## src/rtl/fractal_sync_1d_rf_issue.sv

```systemverilog
// Issue stage for one port of the 1D sync register file: buffers requests in a FIFO,
// checks the head against the RF and drops, errors, re-queues or responds on the verdict.
package fractal_sync_pkg;
    localparam int unsigned SD_WIDTH = 2;
endpackage

module fractal_sync_1d_rf_issue #(
    parameter  int unsigned LEVEL_WIDTH = 1,
    parameter  int unsigned ID_WIDTH    = 1,
    parameter  int unsigned FIFO_DEPTH  = 4,
    parameter  int unsigned MAX_BYPASS  = 7,
    localparam int unsigned SD_WIDTH    = fractal_sync_pkg::SD_WIDTH
) (
    input  logic                   clk_i,
    input  logic                   rst_i,
    fractal_sync_1d_rf_issue_if.slave bus,
    output logic [LEVEL_WIDTH-1:0] level_o,
    output logic [ID_WIDTH-1:0]    id_o,
    output logic [SD_WIDTH-1:0]    sd_local_o,
    output logic                   check_local_o,
    output logic                   check_remote_o,
    input  logic                   present_local_i,
    input  logic                   present_remote_i,
    input  logic                   id_err_i,
    input  logic                   sig_err_i,
    input  logic                   bypass_local_i,
    input  logic                   bypass_remote_i,
    input  logic                   ignore_local_i,
    input  logic                   ignore_remote_i,
    input  logic [SD_WIDTH-1:0]    sd_local_i,
    output logic                   err_o,
    output logic [ID_WIDTH-1:0]    err_id_o
);
    localparam int unsigned CNT_W = $clog2(MAX_BYPASS + 1);
    localparam int unsigned PTR_W = (FIFO_DEPTH > 1) ? $clog2(FIFO_DEPTH) : 1;
    localparam int unsigned OCC_W = $clog2(FIFO_DEPTH + 1);

    typedef struct packed {
        logic [LEVEL_WIDTH-1:0] level;
        logic [ID_WIDTH-1:0]    id;
        logic [SD_WIDTH-1:0]    sd;
        logic                   is_local;
        logic [CNT_W-1:0]       bypass_cnt;
    } entry_t;

    typedef enum logic [1:0] {IDLE, CHECK, EVAL, RESP} state_e;

    entry_t                 mem_q [FIFO_DEPTH];
    logic [PTR_W-1:0]       rd_ptr_q, rd_ptr_d, wr_ptr_q, wr_ptr_d, push_idx;
    logic [OCC_W-1:0]       cnt_q, cnt_d;
    state_e                 state_q, state_d;
    logic                   rsp_valid_q, rsp_valid_d, rsp_local_q, rsp_local_d;
    logic [LEVEL_WIDTH-1:0] rsp_level_q, rsp_level_d;
    logic [ID_WIDTH-1:0]    rsp_id_q, rsp_id_d, err_id_q, err_id_d;
    logic [SD_WIDTH-1:0]    rsp_sd_q, rsp_sd_d;
    logic                   err_q, err_d;

    logic   empty, full, push, pop, repush;
    logic   v_ignore, v_err, v_bypass, v_present;
    entry_t head, new_entry, repush_entry;

    function automatic logic [PTR_W-1:0] ptr_inc(input logic [PTR_W-1:0] p);
        return (p == PTR_W'(FIFO_DEPTH - 1)) ? '0 : p + PTR_W'(1);
    endfunction

    assign empty = (cnt_q == '0);
    assign full  = (cnt_q == OCC_W'(FIFO_DEPTH));
    assign head  = mem_q[rd_ptr_q];

    assign bus.req_ready = !full && !rst_i;
    assign push          = bus.req_valid && bus.req_ready;

    assign level_o        = empty ? '0 : head.level;
    assign id_o           = empty ? '0 : head.id;
    assign sd_local_o     = empty ? '0 : head.sd;
    assign check_local_o  = (state_q == CHECK) && head.is_local;
    assign check_remote_o = (state_q == CHECK) && !head.is_local;

    // Only the verdict of the side that was actually checked is considered.
    assign v_ignore  = head.is_local ? ignore_local_i  : ignore_remote_i;
    assign v_err     = head.is_local ? id_err_i        : sig_err_i;
    assign v_bypass  = head.is_local ? bypass_local_i  : bypass_remote_i;
    assign v_present = head.is_local ? present_local_i : present_remote_i;

    always_comb begin
        new_entry            = '0;
        new_entry.level      = bus.req_level;
        new_entry.id         = bus.req_id;
        new_entry.sd         = bus.req_sd;
        new_entry.is_local   = bus.req_local;
        repush_entry            = head;
        repush_entry.bypass_cnt = head.bypass_cnt + CNT_W'(1);
    end

    always_comb begin
        // NOTE: every signal gets a default first so no path leaves it unassigned (no latches).
        state_d     = state_q;
        pop         = 1'b0;
        repush      = 1'b0;
        rsp_valid_d = rsp_valid_q;
        rsp_level_d = rsp_level_q;
        rsp_id_d    = rsp_id_q;
        rsp_sd_d    = rsp_sd_q;
        rsp_local_d = rsp_local_q;
        err_d       = 1'b0;
        err_id_d    = '0;
        unique case (state_q)
            IDLE:  if (!empty) state_d = CHECK;
            CHECK: state_d = EVAL;
            EVAL: begin
                state_d = IDLE;
                if (v_ignore) begin
                    pop = 1'b1;
                end else if (v_err || (v_bypass && head.bypass_cnt == CNT_W'(MAX_BYPASS))) begin
                    pop      = 1'b1;
                    err_d    = 1'b1;
                    err_id_d = head.id;
                end else if (v_bypass) begin
                    pop    = 1'b1;
                    repush = 1'b1;
                end else if (v_present) begin
                    rsp_valid_d = 1'b1;
                    rsp_level_d = head.level;
                    rsp_id_d    = head.id;
                    rsp_sd_d    = head.is_local ? sd_local_i : head.sd;
                    rsp_local_d = head.is_local;
                    state_d     = RESP;
                end else begin
                    pop = 1'b1;
                end
            end
            RESP: begin
                if (bus.rsp_ready) begin
                    pop         = 1'b1;
                    rsp_valid_d = 1'b0;
                    state_d     = IDLE;
                end
            end
            default: state_d = IDLE;
        endcase
    end

    // A re-push lands at the tail; a simultaneous upstream push goes one slot behind it.
    always_comb begin
        rd_ptr_d = pop ? ptr_inc(rd_ptr_q) : rd_ptr_q;
        push_idx = repush ? ptr_inc(wr_ptr_q) : wr_ptr_q;
        wr_ptr_d = push ? ptr_inc(push_idx) : push_idx;
        cnt_d    = cnt_q + OCC_W'(push) + OCC_W'(repush) - OCC_W'(pop);
    end

    // NOTE: state uses non-blocking assignments so every flop samples pre-edge values.
    always_ff @(posedge clk_i) begin
        if (rst_i) begin
            state_q     <= IDLE;
            rd_ptr_q    <= '0;
            wr_ptr_q    <= '0;
            cnt_q       <= '0;
            rsp_valid_q <= 1'b0;
            rsp_level_q <= '0;
            rsp_id_q    <= '0;
            rsp_sd_q    <= '0;
            rsp_local_q <= 1'b0;
            err_q       <= 1'b0;
            err_id_q    <= '0;
        end else begin
            state_q     <= state_d;
            rd_ptr_q    <= rd_ptr_d;
            wr_ptr_q    <= wr_ptr_d;
            cnt_q       <= cnt_d;
            rsp_valid_q <= rsp_valid_d;
            rsp_level_q <= rsp_level_d;
            rsp_id_q    <= rsp_id_d;
            rsp_sd_q    <= rsp_sd_d;
            rsp_local_q <= rsp_local_d;
            err_q       <= err_d;
            err_id_q    <= err_id_d;
        end
    end

    // NOTE: storage is not reset; the count and pointers alone decide which slots are valid.
    always_ff @(posedge clk_i) begin
        if (repush) mem_q[wr_ptr_q] <= repush_entry;
        if (push)   mem_q[push_idx] <= new_entry;
    end

    assign bus.rsp_valid = rsp_valid_q;
    assign bus.rsp_level = rsp_level_q;
    assign bus.rsp_id    = rsp_id_q;
    assign bus.rsp_sd    = rsp_sd_q;
    assign bus.rsp_local = rsp_local_q;
    assign err_o         = err_q;
    assign err_id_o      = err_id_q;
endmodule

```

## src/rtl/fractal_sync_1d_rf_issue_if.sv

```systemverilog
// Upstream request and downstream completed-barrier handshakes of one RF issue port.
// The master drives requests and accepts responses; the slave is the issue stage.
interface fractal_sync_1d_rf_issue_if #(
    parameter int unsigned LEVEL_WIDTH = 1,
    parameter int unsigned ID_WIDTH    = 1,
    parameter int unsigned SD_WIDTH    = 2
);
    logic                   req_valid;
    logic                   req_ready;
    logic [LEVEL_WIDTH-1:0] req_level;
    logic [ID_WIDTH-1:0]    req_id;
    logic [SD_WIDTH-1:0]    req_sd;
    logic                   req_local;

    logic                   rsp_valid;
    logic                   rsp_ready;
    logic [LEVEL_WIDTH-1:0] rsp_level;
    logic [ID_WIDTH-1:0]    rsp_id;
    logic [SD_WIDTH-1:0]    rsp_sd;
    logic                   rsp_local;

    modport master (
        output req_valid, req_level, req_id, req_sd, req_local,
        input  req_ready,
        input  rsp_valid, rsp_level, rsp_id, rsp_sd, rsp_local,
        output rsp_ready
    );

    modport slave (
        input  req_valid, req_level, req_id, req_sd, req_local,
        output req_ready,
        output rsp_valid, rsp_level, rsp_id, rsp_sd, rsp_local,
        input  rsp_ready
    );
endinterface

```

## src/flat_wrapper.sv

```systemverilog
// flat-port wrapper written by rule: the top's interface ports become plain ports
module fractal_sync_1d_rf_issue_flat 
#(
    parameter  int unsigned LEVEL_WIDTH = 1,
    parameter  int unsigned ID_WIDTH    = 1,
    parameter  int unsigned FIFO_DEPTH  = 4,
    parameter  int unsigned MAX_BYPASS  = 7,
    localparam int unsigned SD_WIDTH    = fractal_sync_pkg::SD_WIDTH
)
  (clk_i, rst_i, level_o, id_o, sd_local_o, check_local_o, check_remote_o, present_local_i, present_remote_i, id_err_i, sig_err_i, bypass_local_i, bypass_remote_i, ignore_local_i, ignore_remote_i, sd_local_i, err_o, err_id_o, bus_req_valid, bus_req_level, bus_req_id, bus_req_sd, bus_req_local, bus_req_ready, bus_rsp_valid, bus_rsp_level, bus_rsp_id, bus_rsp_sd, bus_rsp_local, bus_rsp_ready);
  fractal_sync_1d_rf_issue_if #(.LEVEL_WIDTH(LEVEL_WIDTH), .ID_WIDTH(ID_WIDTH), .SD_WIDTH((fractal_sync_pkg::SD_WIDTH))) bus_i ();
  input  logic clk_i;
  input  logic rst_i;
  output logic [LEVEL_WIDTH-1:0] level_o;
  output logic [ID_WIDTH-1:0] id_o;
  output logic [SD_WIDTH-1:0] sd_local_o;
  output logic check_local_o;
  output logic check_remote_o;
  input  logic present_local_i;
  input  logic present_remote_i;
  input  logic id_err_i;
  input  logic sig_err_i;
  input  logic bypass_local_i;
  input  logic bypass_remote_i;
  input  logic ignore_local_i;
  input  logic ignore_remote_i;
  input  logic [SD_WIDTH-1:0] sd_local_i;
  output logic err_o;
  output logic [ID_WIDTH-1:0] err_id_o;
  input wire logic [$bits(bus_i.req_valid)-1:0] bus_req_valid;
  input wire logic [$bits(bus_i.req_level)-1:0] bus_req_level;
  input wire logic [$bits(bus_i.req_id)-1:0] bus_req_id;
  input wire logic [$bits(bus_i.req_sd)-1:0] bus_req_sd;
  input wire logic [$bits(bus_i.req_local)-1:0] bus_req_local;
  output wire logic [$bits(bus_i.req_ready)-1:0] bus_req_ready;
  output wire logic [$bits(bus_i.rsp_valid)-1:0] bus_rsp_valid;
  output wire logic [$bits(bus_i.rsp_level)-1:0] bus_rsp_level;
  output wire logic [$bits(bus_i.rsp_id)-1:0] bus_rsp_id;
  output wire logic [$bits(bus_i.rsp_sd)-1:0] bus_rsp_sd;
  output wire logic [$bits(bus_i.rsp_local)-1:0] bus_rsp_local;
  input wire logic [$bits(bus_i.rsp_ready)-1:0] bus_rsp_ready;
  assign bus_i.req_valid = bus_req_valid;
  assign bus_i.req_level = bus_req_level;
  assign bus_i.req_id = bus_req_id;
  assign bus_i.req_sd = bus_req_sd;
  assign bus_i.req_local = bus_req_local;
  assign bus_req_ready = bus_i.req_ready;
  assign bus_rsp_valid = bus_i.rsp_valid;
  assign bus_rsp_level = bus_i.rsp_level;
  assign bus_rsp_id = bus_i.rsp_id;
  assign bus_rsp_sd = bus_i.rsp_sd;
  assign bus_rsp_local = bus_i.rsp_local;
  assign bus_i.rsp_ready = bus_rsp_ready;
  fractal_sync_1d_rf_issue #(.LEVEL_WIDTH(LEVEL_WIDTH), .ID_WIDTH(ID_WIDTH), .FIFO_DEPTH(FIFO_DEPTH), .MAX_BYPASS(MAX_BYPASS)) u_core (.clk_i(clk_i), .rst_i(rst_i), .bus(bus_i), .level_o(level_o), .id_o(id_o), .sd_local_o(sd_local_o), .check_local_o(check_local_o), .check_remote_o(check_remote_o), .present_local_i(present_local_i), .present_remote_i(present_remote_i), .id_err_i(id_err_i), .sig_err_i(sig_err_i), .bypass_local_i(bypass_local_i), .bypass_remote_i(bypass_remote_i), .ignore_local_i(ignore_local_i), .ignore_remote_i(ignore_remote_i), .sd_local_i(sd_local_i), .err_o(err_o), .err_id_o(err_id_o));
endmodule
```

## config.mk

```make
export PLATFORM = sky130hd
export DESIGN_NAME = fractal_sync_1d_rf_issue_flat
export DESIGN_NICKNAME = d
export VERILOG_FILES = /design/src/rtl/fractal_sync_1d_rf_issue.sv /design/src/rtl/fractal_sync_1d_rf_issue_if.sv /design/src/flat_wrapper.sv
export SDC_FILE = /design/constraint.sdc
export NUM_CORES = 1
export LEC_CHECK = 0
export ABC_CLOCK_PERIOD_IN_PS = 4450
export CAP_MARGIN = 25
export CORE_MARGIN = 2
export CORE_UTILIZATION = 55
export DETAILED_ROUTE_END_ITERATION = 6
export PLACE_DENSITY = 0.79
export REMOVE_ABC_BUFFERS = 1
export SLEW_MARGIN = 20
export SYNTH_ARGS = -nofsm -noshare
export SYNTH_HDL_FRONTEND = slang
export SYNTH_SLANG_ARGS = --single-unit
```

## constraint.sdc

```tcl
create_clock -name clk_i -period 4.45 [get_ports clk_i]
set_input_delay 0.445 -clock clk_i [delete_from_list [all_inputs] [get_ports clk_i]]
set_output_delay 0.445 -clock clk_i [all_outputs]
set_load 0.02 [all_outputs]
```

=== Yosys cells after proc, flatten, opt, wreduce, memory -nomap -nowiden ===
Memories as Yosys holds them, arrays and structs flattened. A register that Yosys moved wholly into a read port is not among the register bits.
Index checks and enable logic that the tools add are counted.

* Bits in registers: 17
* Memory bits (writable): 32
* Input bits: 19
* Output and inout bits: 15
* Word-level logic and storage cells: 97
* Memories: 1

{| class="wikitable"
|+ Memories
! memory !! words !! bits a word !! read ports !! clocked after Yosys merged registers in !! write ports !! line !! source
|-
| u_core.mem_q || 4 || 8 || 1 || 1 || 2 || fractal_sync_1d_rf_issue.sv:48 || <nowiki>entry_t mem_q [FIFO_DEPTH];</nowiki>
|}

* Add/subtract/negate cells: 7
* Equality and inequality tests: 14
* Mux-type cells: 43
* Bitwise operators: 4
* Reduce and logical (&&, ||, !) cells: 17

{| class="wikitable"
|+ Operators with widths
! operator !! number
|-
| two-way mux 2 bit || 15
|-
| two-way mux 1 bit || 25
|-
| equality test 2 bit (second input constant) || 5
|-
| != test 2 bit (second input constant) || 5
|-
| one-hot mux 2 bit (4 select lines) || 1
|-
| adder 2 x 1 -> 2 bit (second input constant) || 3
|-
| adder 3 x 1 -> 3 bit || 2
|-
| equality test 3 bit (second input constant) || 2
|-
| AND reduction 6 bit || 1
|-
| logical AND 1 bit || 5
|-
| AND reduction 5 bit || 1
|-
| NOT 1 bit || 4
|-
| one-hot mux 1 bit (2 select lines) || 2
|-
| OR reduction 4 bit || 1
|-
| adder 3 x 1 -> 3 bit (second input constant) || 1
|-
| zero test 1 bit || 3
|-
| zero test 3 bit || 1
|-
| OR reduction 3 bit || 1
|-
| subtractor 3 x 1 -> 3 bit || 1
|-
| equality test 2 x 1 -> 1 bit (second input constant) || 1
|-
| zero test 2 bit || 1
|-
| != test 2 x 1 -> 1 bit (second input constant) || 1
|-
| AND reduction 2 bit || 1
|-
| nonzero test 2 bit || 1
|-
| logical OR 1 bit || 1
|}

=== Longest topological paths before layout ===
* Depth in word-level cells: 10
* Depth in mapped cells: 16
* Depth with buffers taken out: 13

=== Worst setup path before layout ===
Ideal clock, no wire load.

* Path kind: register to register
* From: register with a tool-made name
* To: memory u_core.mem_q[3][4] in the netlist's numbering (data pin)
* Arrival time: 3.482 ns
* Required time: 4.174 ns
* Setup slack: 0.692 ns
* Cell stages (with the launch flop): 17
* Path buffers: 4
* Period minus slack after synthesis: 3.758 ns
* Cells stage by stage: dfxtp_1 buf_1 mux4_2 ha_1 ha_1 nand2_1 mux2_4 and4_1 buf_6 buf_6 mux2i_1 inv_1 ha_1 and2_1 clkbuf_1 nand2_1 o31ai_1

{| class="wikitable"
|+ RTL lines
! item !! line
|-
| end, declared || fractal_sync_1d_rf_issue.sv:48
|}

==> out/summary.log <==
qor: global_route.global_route.peak_usage_layer met2
qor: placed_design.port_bufs 33
qor: synthesis.synth_cell_types 42
qor: synthesis.postSynthAreaPerCell 9.821 um2
qor: route.drtIter0Drc 187
qor: worst_hold_path.worst_hold_path_type flip-flop to flip-flop
qor: synthesis.synthMostInstantiatedCell sky130_fd_sc_hd__nand2_1
qor: timing.grt_setup_unrepaired no
qor: global_route.met3_usage 5.556%
qor: placed_design.place.detailed.instances 367
qor: route.viasPerCell 5.752
qor: timing.final_max_slew_viol_count 0
qor: die.core 4755 um2
qor: synthesis.summed_instance_area_of_the_synthesized_netlist 2730 um2
qor: route.drc_violation_count_after_routing 0
qor: timing.timing_worst_slew_pin_value 797.6 ps
qor: die.ios 34
qor: clock_tree.clock_transition_at_path_regs 90 ps
qor: clock_tree.ctsRootBufferMaster sky130_fd_sc_hd__clkbuf_8
qor: die.rows 25
qor: placed_design.dp_hpwl 4456 um
qor: synthesis.post_synth_inst_count 278
qor: timing.shortest_period_the_worst_path_allows 3693 ps
qor: clock_tree.ctsHoldBuffers 0
qor: power.leakagePower 1.188 nW
qor: clock_tree.post_cts.resized_instances 0
qor: global_route.first_pass_grt_wire_length 9825 um
qor: synthesis.synth_area_leader_cell sky130_fd_sc_hd__dfxtp_1
qor: synthesis.synth_seq_cells 51
qor: route.detail_route.wirelength 5900 um
qor: synthesis.dominantRegCellSynth sky130_fd_sc_hd__dfxtp_1
qor: die.die_area 5544 um2
qor: global_route.grt_remaining_overflow 0
qor: die.start_util 57.42%
qor: placed_design.routability_congestion 0.9116
qor: clock_tree.tritoncts_clock_tree built
qor: clock_tree.tritoncts.num_buffers 5
qor: global_route.grt_antenna_before_repair 0
qor: placed_design.placed_area 3087 um2
qor: global_route.use_met1 29.94%
qor: clock_tree.cts_num_sinks 51
qor: timing.timing.slew.headroom 46.27%
qor: synthesis.post_synthesis_async_set_or_reset_flop_share 0%
qor: run.max_cap_violations 0
qor: clock_tree.clk_path_buf_depth 2
qor: global_route.first_global_vias 2099
qor: synthesis.synthTopCellsByArea sky130_fd_sc_hd__dfxtp_1 (23%), sky130_fd_sc_hd__edfxtp_1 (22%), sky130_fd_sc_hd__nand2_1 (5.9%)
qor: global_route.global_route.usage.met2 40.02%
qor: route.antenna_left 0
qor: finish.antenna-diode-count 0
qor: global_route.grt_start_max_net_pins 17
qor: route.routed-via-count 2157
qor: power.pnr_total_power 1.314 mW
qor: timing.final_hold_viol_count 0
qor: clock_tree.clkLatencyLatePin 300 ps
qor: finish.drive_above_1_share 8.442%
qor: timing.max_clock_freq 270.8 MHz
qor: finish.final_design_area_excluding_fillers 3176 um2
qor: die.die_width 74.46 um
qor: synthesis.yosys_warnings 0
qor: setup_path.arrival 3820 ps
qor: synthesis.number_of_enable_flip_flop_cells_after_synthesis 20
qor: clock_tree.post_cts_buffers 0
qor: synthesis.yosys-top-cells-count sky130_fd_sc_hd__nand2_1 (43), sky130_fd_sc_hd__dfxtp_1 (31), sky130_fd_sc_hd__edfxtp_1 (20), sky130_fd_sc_hd__o31ai_1 (20), sky130_fd_sc_hd__nor2_1 (18)
qor: setup_path.end_kind flip-flop
qor: synthesis.synth_top_cell_area_share 22.73%
qor: finish.synthToLayoutAreaGrowth 16.32%
qor: setup_path.timing.setup.critical_path_class flip-flop to flip-flop
qor: clock_tree.cts.htree.levels 2
qor: setup_path.worst-path-max-fanout 15
qor: die.vertical_die_dimension 74.46 um
qor: route.avg_wl_per_cell 15.73 um
qor: synthesis.ys_seq_area_share 44.73%
qor: global_route.track_usage 23.41%
qor: setup_path.worstSetupStartpointType flip-flop
qor: finish.post_layout_nonfiller_instances 375
qor: power.power_per_cell_area 413.7 nW/um2
qor: timing.layout_worst_path_cycle_share 82.98%
qor: timing.count_of_final_setup_violators 0
qor: timing.fin_tns_setup 0 ps
qor: setup_path.worst_ep_required_time 4570 ps
qor: outcome.status finished, final reports clean
qor: power.peakVddDrop 0.0003099 V
qor: timing.clock-skew-final 5.707 ps
qor: route.detail_route.first_pass.iterations 4
qor: finish.fin_nets 340
power breakdown:
part | switching (mW) | internal [mW]
clock network | 0.151 | 0.109
registers | 0.0492 | 0.539
logic | 0.271 | 0.195
total | 0.471 | 0.843
flip-flops by register name, indices dropped and copies added, names as in the netlist, named ones only:
name	flops
u_core.mem_q	32
u_core.cnt_q	3
u_core.bus.rsp_sd	2
u_core.rd_ptr_q	2
u_core.state_q	2
u_core.wr_ptr_q	2
u_core.bus.rsp_id	1
u_core.bus.rsp_level	1
u_core.bus.rsp_local	1
u_core.bus.rsp_valid	1
u_core.err_id_o	1
u_core.err_o	1
metal layers:
metal  vias to the layer above  routed length, um
li1                       1059                  -
met1                      1021               2603
met2                        67               2864
met3                        10                350
met4                         0                 80
met5                         -                  0
area by class of cell:
type / instances / area, um2
Clock buffer: 5 / 68.82
Clock inverter: 3 / 20.02
Fill cell: 381 / 1579
Inverter: 17 / 68.82
Multi-Input combinational cell: 197 / 1368
Sequential cell: 51 / 1221
Tap cell: 67 / 83.83
Timing Repair Buffer: 35 / 345.3
critical path, cell delays in order (launching register included):
cell	delay (ps)
sky130_fd_sc_hd__dfxtp_1	630
sky130_fd_sc_hd__mux4_2	440
sky130_fd_sc_hd__ha_1	230
sky130_fd_sc_hd__ha_1	210
sky130_fd_sc_hd__nand2_1	70
sky130_fd_sc_hd__mux2_4	140
sky130_fd_sc_hd__and4_1	290
sky130_fd_sc_hd__buf_4	240
sky130_fd_sc_hd__mux2i_1	300
sky130_fd_sc_hd__inv_1	110
sky130_fd_sc_hd__ha_1	240
sky130_fd_sc_hd__and2_1	310
sky130_fd_sc_hd__o31ai_1	320
cells in the final DEF (no fill, tap or decap), types with 10 or more instances in the layout:
cell type	netlist	routed
sky130_fd_sc_hd__dfxtp_1	31	31
sky130_fd_sc_hd__a21oi_1	10	10
sky130_fd_sc_hd__o21ai_0	14	14
sky130_fd_sc_hd__ha_1	12	12
sky130_fd_sc_hd__nor2_1	18	18
sky130_fd_sc_hd__mux2i_1	12	12
sky130_fd_sc_hd__clkdlybuf4s50_1	0	33
sky130_fd_sc_hd__inv_1	16	16
sky130_fd_sc_hd__edfxtp_1	20	20
sky130_fd_sc_hd__o31ai_1	20	20
sky130_fd_sc_hd__nand3_1	10	10
sky130_fd_sc_hd__nand2_1	43	43
worst paths after layout:
| check | slack [ps] | from | cells past startpoint | to |
|---|---|---|---|---|
| max reg2reg | 760 | flip-flop | 12 | u_core.mem_q[3][7] |
| min reg2reg | 480 | u_core.bus.rsp_id | 2 | u_core.bus.rsp_id |
| min | 480 | u_core.bus.rsp_id | 2 | u_core.bus.rsp_id |
| max | 760 | flip-flop | 12 | u_core.mem_q[3][7] |
per-stage QoR:
step                      utilization, %  hold slack, ps  setup slack, ps
after floorplan                        -           450.5            747.3
after global placement             64.92           463.0            898.4
after detailed placement           64.92           467.1            789.1
after CTS                          66.79           479.8            752.3
after global routing               66.79           505.5            434.9
final                              66.79           477.8            757.3
cell families after synthesis:
| logic type | synth area share [%] |
|---|---|
| AO/OA/AOI/OAI | 15.90 |
| XOR/XNOR | 0.6417 |
| adder cells (fa/ha/maj) | 6.966 |
| buffers and inverters | 5.179 |
| flip-flops | 44.73 |
| multiplexers | 9.899 |
| AND/OR/NAND/NOR | 16.68 |
No activity file was read; power rests on OpenSTA's default activity.
